`config.mk`:
```
export PLATFORM = sky130hd
export DESIGN_NAME = uart_tx_fifo_gen
export DESIGN_NICKNAME = d
export VERILOG_FILES = /design/src/rtl/uart_tx_fifo_gen.sv
export SDC_FILE = /design/constraint.sdc
export NUM_CORES = 1
export LEC_CHECK = 0
export ABC_AREA = 1
export CAP_MARGIN = 40
export CORE_UTILIZATION = 55
export CTS_BUF_LIST = sky130_fd_sc_hd__clkbuf_2
export DETAILED_ROUTE_END_ITERATION = 8
export PLACE_DENSITY = 0.79
export SLEW_MARGIN = 20
export SYNTH_ARGS = -nofsm -noshare
export SYNTH_HDL_FRONTEND = slang
export SYNTH_SLANG_ARGS = --single-unit
```
`constraint.sdc`:
```
create_clock -name clk -period 4 [get_ports clk]
set_input_delay 1 -clock clk [delete_from_list [all_inputs] [get_ports clk]]
set_output_delay 1 -clock clk [all_outputs]
set_load 0.005 [all_outputs]
```
`src/rtl/uart_tx_fifo_gen.sv`:
```
// uart_tx_fifo_gen: transmit FIFO feeding a 5-8 bit UART frame engine paced by xmit_pulse.
// Defining UART_TX_BREAK_EN adds the send_break port and line-break hold logic.
module uart_tx_fifo_gen #(
    parameter int FIFO_DEPTH = 16,
    localparam int CW = $clog2(FIFO_DEPTH) + 1
) (
    input  logic          clk,
    input  logic          reset,
    input  logic          xmit_pulse,
    input  logic          wr_en,
    input  logic [7:0]    wr_data,
    input  logic [1:0]    data_len,
    input  logic          parity_en,
    input  logic          odd_n_even,
    input  logic          stop2,
`ifdef UART_TX_BREAK_EN
    input  logic          send_break,
`endif
    output logic          tx,
    output logic          txrdy,
    output logic          tx_empty,
    output logic [CW-1:0] fifo_count,
    output logic          overflow
);

    // state  | meaning
    // IDLE   | line idle (or held low during a break), waiting for data
    // START  | start bit on the line
    // DATA   | data bit bit_cnt on the line
    // PARITY | parity bit on the line
    // STOP1  | first stop bit on the line
    // STOP2  | second stop bit on the line
    typedef enum logic [2:0] {
        ST_IDLE, ST_START, ST_DATA, ST_PARITY, ST_STOP1, ST_STOP2
    } state_t;

    localparam int AW = $clog2(FIFO_DEPTH);

    logic [7:0]    mem_q [FIFO_DEPTH];
    logic [AW-1:0] wr_ptr_q, wr_ptr_d, rd_ptr_q, rd_ptr_d;
    logic [CW-1:0] count_q, count_d;
    logic          overflow_q, overflow_d;

    state_t        state_q, state_d;
    logic          tx_q, tx_d;
    logic [7:0]    shift_q, shift_d;
    logic [2:0]    bit_cnt_q, bit_cnt_d;
    logic [1:0]    len_q, len_d;
    logic          par_en_q, par_en_d;
    logic          parity_q, parity_d;
    logic          stop2_q, stop2_d;

    logic          fifo_empty, fifo_full, wr_accept, pop_allowed, do_pop, frame_end;
    logic [7:0]    head_word, data_mask;
    logic          head_parity;
    logic [2:0]    last_bit;

    assign fifo_empty  = (count_q == '0);
    assign fifo_full   = (count_q == CW'(FIFO_DEPTH));
    assign wr_accept   = wr_en && !fifo_full;
`ifdef UART_TX_BREAK_EN
    assign pop_allowed = xmit_pulse && !fifo_empty && !send_break;
`else
    assign pop_allowed = xmit_pulse && !fifo_empty;
`endif

    assign head_word   = mem_q[rd_ptr_q];
    assign data_mask   = 8'hFF >> (2'd3 - data_len);
    assign head_parity = (^(head_word & data_mask)) ^ odd_n_even;
    assign last_bit    = {1'b0, len_q} + 3'd4;

    always_comb begin
        state_d   = state_q;
        tx_d      = tx_q;
        shift_d   = shift_q;
        bit_cnt_d = bit_cnt_q;
        len_d     = len_q;
        par_en_d  = par_en_q;
        parity_d  = parity_q;
        stop2_d   = stop2_q;
        do_pop    = 1'b0;
        frame_end = 1'b0;
        if (xmit_pulse) begin
            case (state_q)
                ST_IDLE: begin
`ifdef UART_TX_BREAK_EN
                    // leaving a break costs one full high bit before the next frame
                    if (send_break)  tx_d = 1'b0;
                    else if (!tx_q)  tx_d = 1'b1;
                    else             do_pop = pop_allowed;
`else
                    do_pop = pop_allowed;
`endif
                end
                ST_START: begin
                    tx_d      = shift_q[0];
                    shift_d   = shift_q >> 1;
                    bit_cnt_d = 3'd0;
                    state_d   = ST_DATA;
                end
                ST_DATA: begin
                    if (bit_cnt_q == last_bit) begin
                        if (par_en_q) begin
                            tx_d    = parity_q;
                            state_d = ST_PARITY;
                        end else begin
                            tx_d    = 1'b1;
                            state_d = ST_STOP1;
                        end
                    end else begin
                        tx_d      = shift_q[0];
                        shift_d   = shift_q >> 1;
                        bit_cnt_d = bit_cnt_q + 3'd1;
                    end
                end
                ST_PARITY: begin
                    tx_d    = 1'b1;
                    state_d = ST_STOP1;
                end
                ST_STOP1: begin
                    if (stop2_q) begin
                        tx_d    = 1'b1;
                        state_d = ST_STOP2;
                    end else begin
                        frame_end = 1'b1;
                    end
                end
                ST_STOP2: frame_end = 1'b1;
                default: begin
                    tx_d    = 1'b1;
                    state_d = ST_IDLE;
                end
            endcase
        end
        if (frame_end) begin
            state_d = ST_IDLE;
`ifdef UART_TX_BREAK_EN
            tx_d    = !send_break;
`endif
            do_pop  = pop_allowed;
        end
        // pop loads the head word and freezes the frame format until the next pop
        if (do_pop) begin
            state_d  = ST_START;
            tx_d     = 1'b0;
            shift_d  = head_word;
            len_d    = data_len;
            par_en_d = parity_en;
            parity_d = head_parity;
            stop2_d  = stop2;
        end
    end

    always_comb begin
        wr_ptr_d   = wr_accept ? wr_ptr_q + AW'(1) : wr_ptr_q;
        rd_ptr_d   = do_pop ? rd_ptr_q + AW'(1) : rd_ptr_q;
        overflow_d = wr_en && fifo_full;
        case ({wr_accept, do_pop})
            2'b10:   count_d = count_q + CW'(1);
            2'b01:   count_d = count_q - CW'(1);
            default: count_d = count_q;
        endcase
    end

    always_ff @(posedge clk) begin
        if (wr_accept) mem_q[wr_ptr_q] <= wr_data;
    end

    always_ff @(posedge clk) begin
        if (reset) begin
            wr_ptr_q   <= '0;
            rd_ptr_q   <= '0;
            count_q    <= '0;
            overflow_q <= 1'b0;
            state_q    <= ST_IDLE;
            tx_q       <= 1'b1;
            shift_q    <= '0;
            bit_cnt_q  <= '0;
            len_q      <= '0;
            par_en_q   <= 1'b0;
            parity_q   <= 1'b0;
            stop2_q    <= 1'b0;
        end else begin
            wr_ptr_q   <= wr_ptr_d;
            rd_ptr_q   <= rd_ptr_d;
            count_q    <= count_d;
            overflow_q <= overflow_d;
            state_q    <= state_d;
            tx_q       <= tx_d;
            shift_q    <= shift_d;
            bit_cnt_q  <= bit_cnt_d;
            len_q      <= len_d;
            par_en_q   <= par_en_d;
            parity_q   <= parity_d;
            stop2_q    <= stop2_d;
        end
    end

    assign tx         = tx_q;
    assign txrdy      = !fifo_full;
    assign tx_empty   = fifo_empty && (state_q == ST_IDLE);
    assign fifo_count = count_q;
    assign overflow   = overflow_q;

endmodule

```
==> results of run 1 <==
-- kinds of logic (layout without fill, tap and decap cells) --
group,count (synthesis),count (layout)
simple gates,356,356
flops,166,166
buf+inv,124,155
compound gates,97,97
fa+ha+maj,9,9
xor+xnor,7,7
-- worst paths after layout --
path | from | to | slack, ns | depth (start not counted)
worst min-delay path | shift_q[6] | shift_q[6] | 0.48 | 2
worst min register to register | shift_q[6] | shift_q[6] | 0.48 | 2
worst max-delay path | fifo_count[0] | tx_empty | 0.80 | 4
worst max register to register | fifo_count[0] | fifo_count[4] | 1.03 | 14
-- where the power goes --
group	total (mW)	switching, mW	internal [mW]
clock network	0.809	0.577	0.232
registers	2.10	0.103	2.00
logic	1.72	1.16	0.563
-- per-layer routing --
| layer | GRT usage [%] | wire length (um) | vias up |
|---|---|---|---|
| met4 | 9.17 | 359 | 0 |
| met2 | 39.2 | 7750 | 232 |
| met3 | 5.69 | 1220 | 31 |
| met5 | 0 | 0 | - |
| met1 | 31.2 | 6550 | 2576 |
| li1 | - | - | 2562 |
-- final cells by class --
class | instances | area [um2]
clock buffers | 18 | 90.1
multi-input cells | 469 | 2190
flip-flops and latches | 166 | 4610
inverters | 94 | 353
well taps | 172 | 215
fillers | 1016 | 4900
repair buffers | 29 | 293
clock inverters | 14 | 126
-- worst max-delay path: stages, from the launching register on --
cell	delay [ns]
dfxtp_1	0.40
nor4_1	0.40
nand2_1	0.12
nor2_1	0.10
clkdlybuf4s50_1	0.50
-- Yosys cell counts, types with 2 or more instances --
master and number:
a211oi_1 2, a21oi_1 24, a221oi_1 2, a31oi_1 3, buf_2 18, buf_6 5, clkbuf_1 6, dfxtp_1 38
edfxtp_1 128, ha_1 9, inv_1 92, inv_2 2, nand2_1 190, nand3_1 81, nor2_1 76, nor2_2 2
o211ai_1 10, o21ai_0 39, o21ai_1 12, xnor2_1 3, xor2_1 4
-- flip-flops by register name (all words and copies together) (netlist names), named ones only --
signal      count
stop2_q         1
parity_q        1
rd_ptr_q        4
state_q         3
wr_ptr_q        4
mem_q         128
fifo_count      5
tx              1
shift_q         8
bit_cnt_q       3
overflow        1
par_en_q        1
len_q           2
==> flow_summary.yaml, run 1 <==
synthesis:
  syn_area_um2: 7320
  synthCells: 759
  synth_top_cell_by_area: "edfxtp_1"
  synth_ff_type: "edfxtp_1"
  ys_ff_latch: 166
  synth.distinct_cells: 34
  synth-edff-count: 128
  ys.warnings.count: 0
  seq_area_frac_synth_pct: 62.9
  synth_async_sr_flop_share_pct: 0
  synthXorXnorAreaFrac_pct: 0.838
  synthAdderAreaFrac_pct: 1.54
  yosys-top-cells-area: "edfxtp_1 (53%), dfxtp_1 (10%), nand2_1 (9.7%)"
  synthMuxAreaShare_pct: 0
  yosys.area.top_type_share_pct: 52.5
  yosys.area_share.simple_pct: 20.1
  synth_top_family_by_area: "simple AND/OR/NAND/NOR gates"
  synth_compound_area_share_pct: 7.39
  synth_fp_nets: 785
  avgSynthCellArea_um2: 9.64
setup_path:
  arrival_ns: 2.20
  cp_max_fo: 5
  start_kind: "flop"
  cp-end-kind: "output pin"
  path_class: "reg2out"
  required_ns: 3.00
timing:
  slew_headroom_pct: 46.0
  setup_ws_ns: 0.802
  tightest_slew_ns: 0.808
  maxSlewViolCount: 0
  setup_viol: 0
  holdWs_ns: 0.484
  fmax_ghz: 0.313
  min_period_ns: 3.20
  finClkSkew_ns: 0.0568
  fin_tns_setup_ns: 0
  fin_crit_sh_pct: 80.0
  report.final.hold_viol_count: 0
  rsz0062_at_grt: "no"
global_route:
  first_global_vias: 5166
  grt_pass1_wl_um: 25500
  antenna_found_initial: 0
  grt_overflow_total: 0
  grt_max_degree: 72
  grtUsageTotal_pct: 24.1
final_layout:
  final_core_util_pct: 61.6
  final_nets: 803
  area_growth_pct: 7.54
  final_common_cell: "nand2_1"
  layout.cells.non_filler: 962
  layout_common_cells: "nand2_1 (190), edfxtp_1 (128), inv_1 (92), nand3_1 (81), nor2_1 (76)"
  final_area_um2: 7870
  drive_gt1_share_pct: 5.44
  insertedDiodeCount: 0
drt:
  vias: 5401
  drc: 0
  post_drt_via_cell_ratio: 5.61
  first_iter_violations: 515
  first_pass_iters: 5
  routedWlPerCell_um: 16.5
  routed_wl_um: 15900
  ant_nets: 0
floorplan:
  die-area_um2: 13800
  die_x_um: 117
  core_area_um2: 12800
  die_y_um: 117
  io_pins: 26
  rows: 41
  start_util_pct: 57.3
clock_tree:
  ctsRootBufferMaster: "clkbuf_2"
  clk_latency_ns: 0.73
  post_cts_buffers: 0
  cts_hold_buffers: 0
  clock-sinks: 166
  clk_path_buf_depth: 2
  clkTransAtPathRegs_ns: 0.22
  cts_tree: "built"
  htreeDepth: 4
  cts_resized: 0
  cts_buffers: 17
power:
  peakVddDrop_uv: 371
  leakage_nw: 3.15
  power_mw: 4.63
  p_per_area_nw_per_um2: 589
flow_run:
  timing.max_cap.violations: 0
placement:
  place_hpwl_um: 10500
  gp_congestion: 0.913
  place_inst: 930
  portBuffers: 25
  placed_cell_area_um2: 7650
  pre_cts_ws_ns: 0.580
min_path:
  hp-class: "reg2reg"
status:
  status: "completed"
Power figures use the tool's default switching activity.
==> run 2, diff against run 1 <==
--- a/config.mk
+++ b/config.mk
@@ -10,7 +10,7 @@
 export CORE_UTILIZATION = 55
 export CTS_BUF_LIST = sky130_fd_sc_hd__clkbuf_2
 export DETAILED_ROUTE_END_ITERATION = 8
-export PLACE_DENSITY = 0.79
+export PLACE_DENSITY = 0.82
 export SLEW_MARGIN = 20
 export SYNTH_ARGS = -nofsm -noshare
 export SYNTH_HDL_FRONTEND = slang
==> constraint.sdc (replaced) <==
create_clock -name clk -period 2.65 [get_ports clk]
set_input_delay 0.6625 -clock clk [delete_from_list [all_inputs] [get_ports clk]]
set_output_delay 0.6625 -clock clk [all_outputs]
set_load 0.005 [all_outputs]
==> run 2 against run 1 <==
Hold slack lost 0.0068 ns; clock skew fell by 0.014 ns; register-to-register slack got worse by 0.91 ns; sequential power increased by 53%; utilization grew 3.4 points.
==> flow_summary.yaml, run 2 (synthesis results as in run 1) <==
setup_path:
  cp-end-kind: "output pin"
  max_stage_delay_ns: 0.41
  path_class: "reg2out"
  critPathSlowestCell: "dfxtp_4"
  start_kind: "flop"
  crit_buf_inv: 1
  cp_cell_sequence: "nor4_4 -> nand2_1 -> nor2_1 -> clkdlybuf4s15_1"
  cp_max_fo: 4
  arrival_ns: 1.88
  required_ns: 1.99
  crit_family: "simple AND/OR/NAND/NOR gates"
drt:
  post_drt_via_cell_ratio: 5.58
  drc: 0
  routed_wl_um: 16700
  vias: 5578
  routedWlPerCell_um: 16.7
  ant_nets: 0
  first_pass_iters: 5
  first_iter_violations: 566
power:
  power_mw: 7.55
  p_clk_share_pct: 18.3
  combPwrFrac_pct: 39.1
  switching_share_pct: 38.4
  p_per_area_nw_per_um2: 908
  p_switching_mw: 2.90
  leakage_nw: 3.37
  p_seq_share_pct: 42.6
  peakVddDrop_uv: 584
  p_int_mw: 4.65
clock_tree:
  ctsRootBufferMaster: "clkbuf_2"
  cts_hold_buffers: 0
  cts_tree: "built"
  clock-sinks: 166
  clk_path_buf_depth: 2
  cts_buffers: 17
  htreeDepth: 4
  clk_latency_ns: 0.73
  clkTransAtPathRegs_ns: 0.23
timing:
  fin_crit_sh_pct: 95.9
  fmax_ghz: 0.394
  min_period_ns: 2.54
  setup_viol: 0
  maxSlewViolCount: 0
  finClkSkew_ns: 0.0429
  tightest_slew_ns: 0.634
  slew_headroom_pct: 57.6
  fin_tns_setup_ns: 0
  report.final.hold_viol_count: 0
  holdWs_ns: 0.477
status:
  status: "completed"
final_layout:
  largest_reg_flops: 128
  final_common_cell: "nand2_1"
  layout.cells.non_filler: 999
  regMostFlops: "mem_q"
  final_area_um2: 8310
  drive_gt1_share_pct: 12.1
  fillCellCount: 911
  layout_common_cells: "nand2_1 (187), edfxtp_1 (128), inv_1 (90), nand3_1 (81), nor2_1 (74)"
  final_nets: 839
  area_growth_pct: 13.5
floorplan:
  io_pins: 26
  die_x_um: 117
  start_util_pct: 57.3
  rows: 41
  die-area_um2: 13800
  core_area_um2: 12800
  die_y_um: 117
placement:
  placed_cell_area_um2: 7870
  place_inst: 957
  portBuffers: 25
  place_hpwl_um: 10500
  gp_congestion: 0.839
global_route:
  grt_pass1_wl_um: 26300
  grtUsageTotal_pct: 24.9
  first_global_vias: 5325
  grt_overflow_total: 0
  antenna_found_initial: 1
  grt_max_degree: 49
min_path:
  hp-class: "in2reg"
flow_run:
  timing.max_cap.violations: 0
run 2: cell types whose count changed in the layout (fill, tap and decap cells not counted), sizes merged:
| cell | previous run | this run |
|---|---|---|
| clkdlybuf4s50 | 25 | 23 |
| diode | 0 | 1 |
| clkbuf | 18 | 20 |
| clkdlybuf4s15 | 0 | 1 |
| clkinvlp | 2 | 3 |
| inv | 97 | 96 |
| bufinv | 1 | 3 |
| buf | 4 | 40 |
| clkinv | 8 | 5 |
run 2: per-stage QoR:
| step | worst slack (ns) | utilization [%] |
|---|---|---|
| detailed placement | -0.252 | 61.6 |
| CTS | -0.00468 | 64.1 |
| finish | 0.109 | 65.0 |
| floorplan | 0.0141 | - |
| global placement | -0.146 | 61.6 |
| global route | -0.0708 | 65.0 |
run 2: repair_timing:
item,in CTS,in global routing
gates cloned,0,0
endpoints found under the setup margin,3,5
resized for setup,13,30
pin swaps,2,9
setup buffers,5,6
run 2: layout make-up:
type	count	area, um2	area share, %
clock inverter	13	154	1.85
sequential	166	4620	55.6
tap	172	215	2.59
timing repair buffer	65	583	7.02
antenna	1	2.50	0.0301
inverter	94	353	4.25
clock buffer	19	95.1	1.14
multi-input combinational	469	2290	27.5
run 2: path summary, 6_finish.rpt:
path,from,end,slack (ns),depth (start not counted)
min reg2reg,shift_q[6],shift_q[6],0.48,2
min,wr_en,overflow,0.48,3
max reg2reg,fifo_count[1],fifo_count[4],0.12,16
max,fifo_count[1],tx_empty,0.11,4
run 2: power groups by stage:
stage / Combinational [mW] / Clock (mW) / Sequential, mW
2_1_floorplan: 1.88 / 0 / 3.19
3_3_place_gp: 2.49 / 0 / 3.22
3_5_place_dp: 2.61 / 0 / 3.24
4_1_cts: 2.73 / 1.39 / 3.21
5_1_grt: 3.28 / 1.50 / 3.24
6_report: 2.95 / 1.38 / 3.22
run 2: worst reg2reg max path: stages (launching register included):
cell	delay (ns)
dfxtp_4	0.41
nor4_4	0.30
buf_4	0.15
buf_4	0.09
nand2_1	0.07
nand2_1	0.15
ha_4	0.18
xor2_2	0.17
ha_2	0.20
inv_2	0.04
nand2_2	0.07
nand2_2	0.07
o21ai_4	0.17
o21ai_2	0.09
a21oi_2	0.13
o21ai_1	0.09
a21oi_1	0.13
run 2: layer usage:
metal	share of wire (%)	vias to the layer above	track usage, %	wire length (um)
li1	-	2634	-	-
met1	40	2645	31.7	6610
met2	50	266	40.3	8310
met3	8.1	33	5.20	1350
met4	2.4	0	12.3	405
met5	0	-	0	0
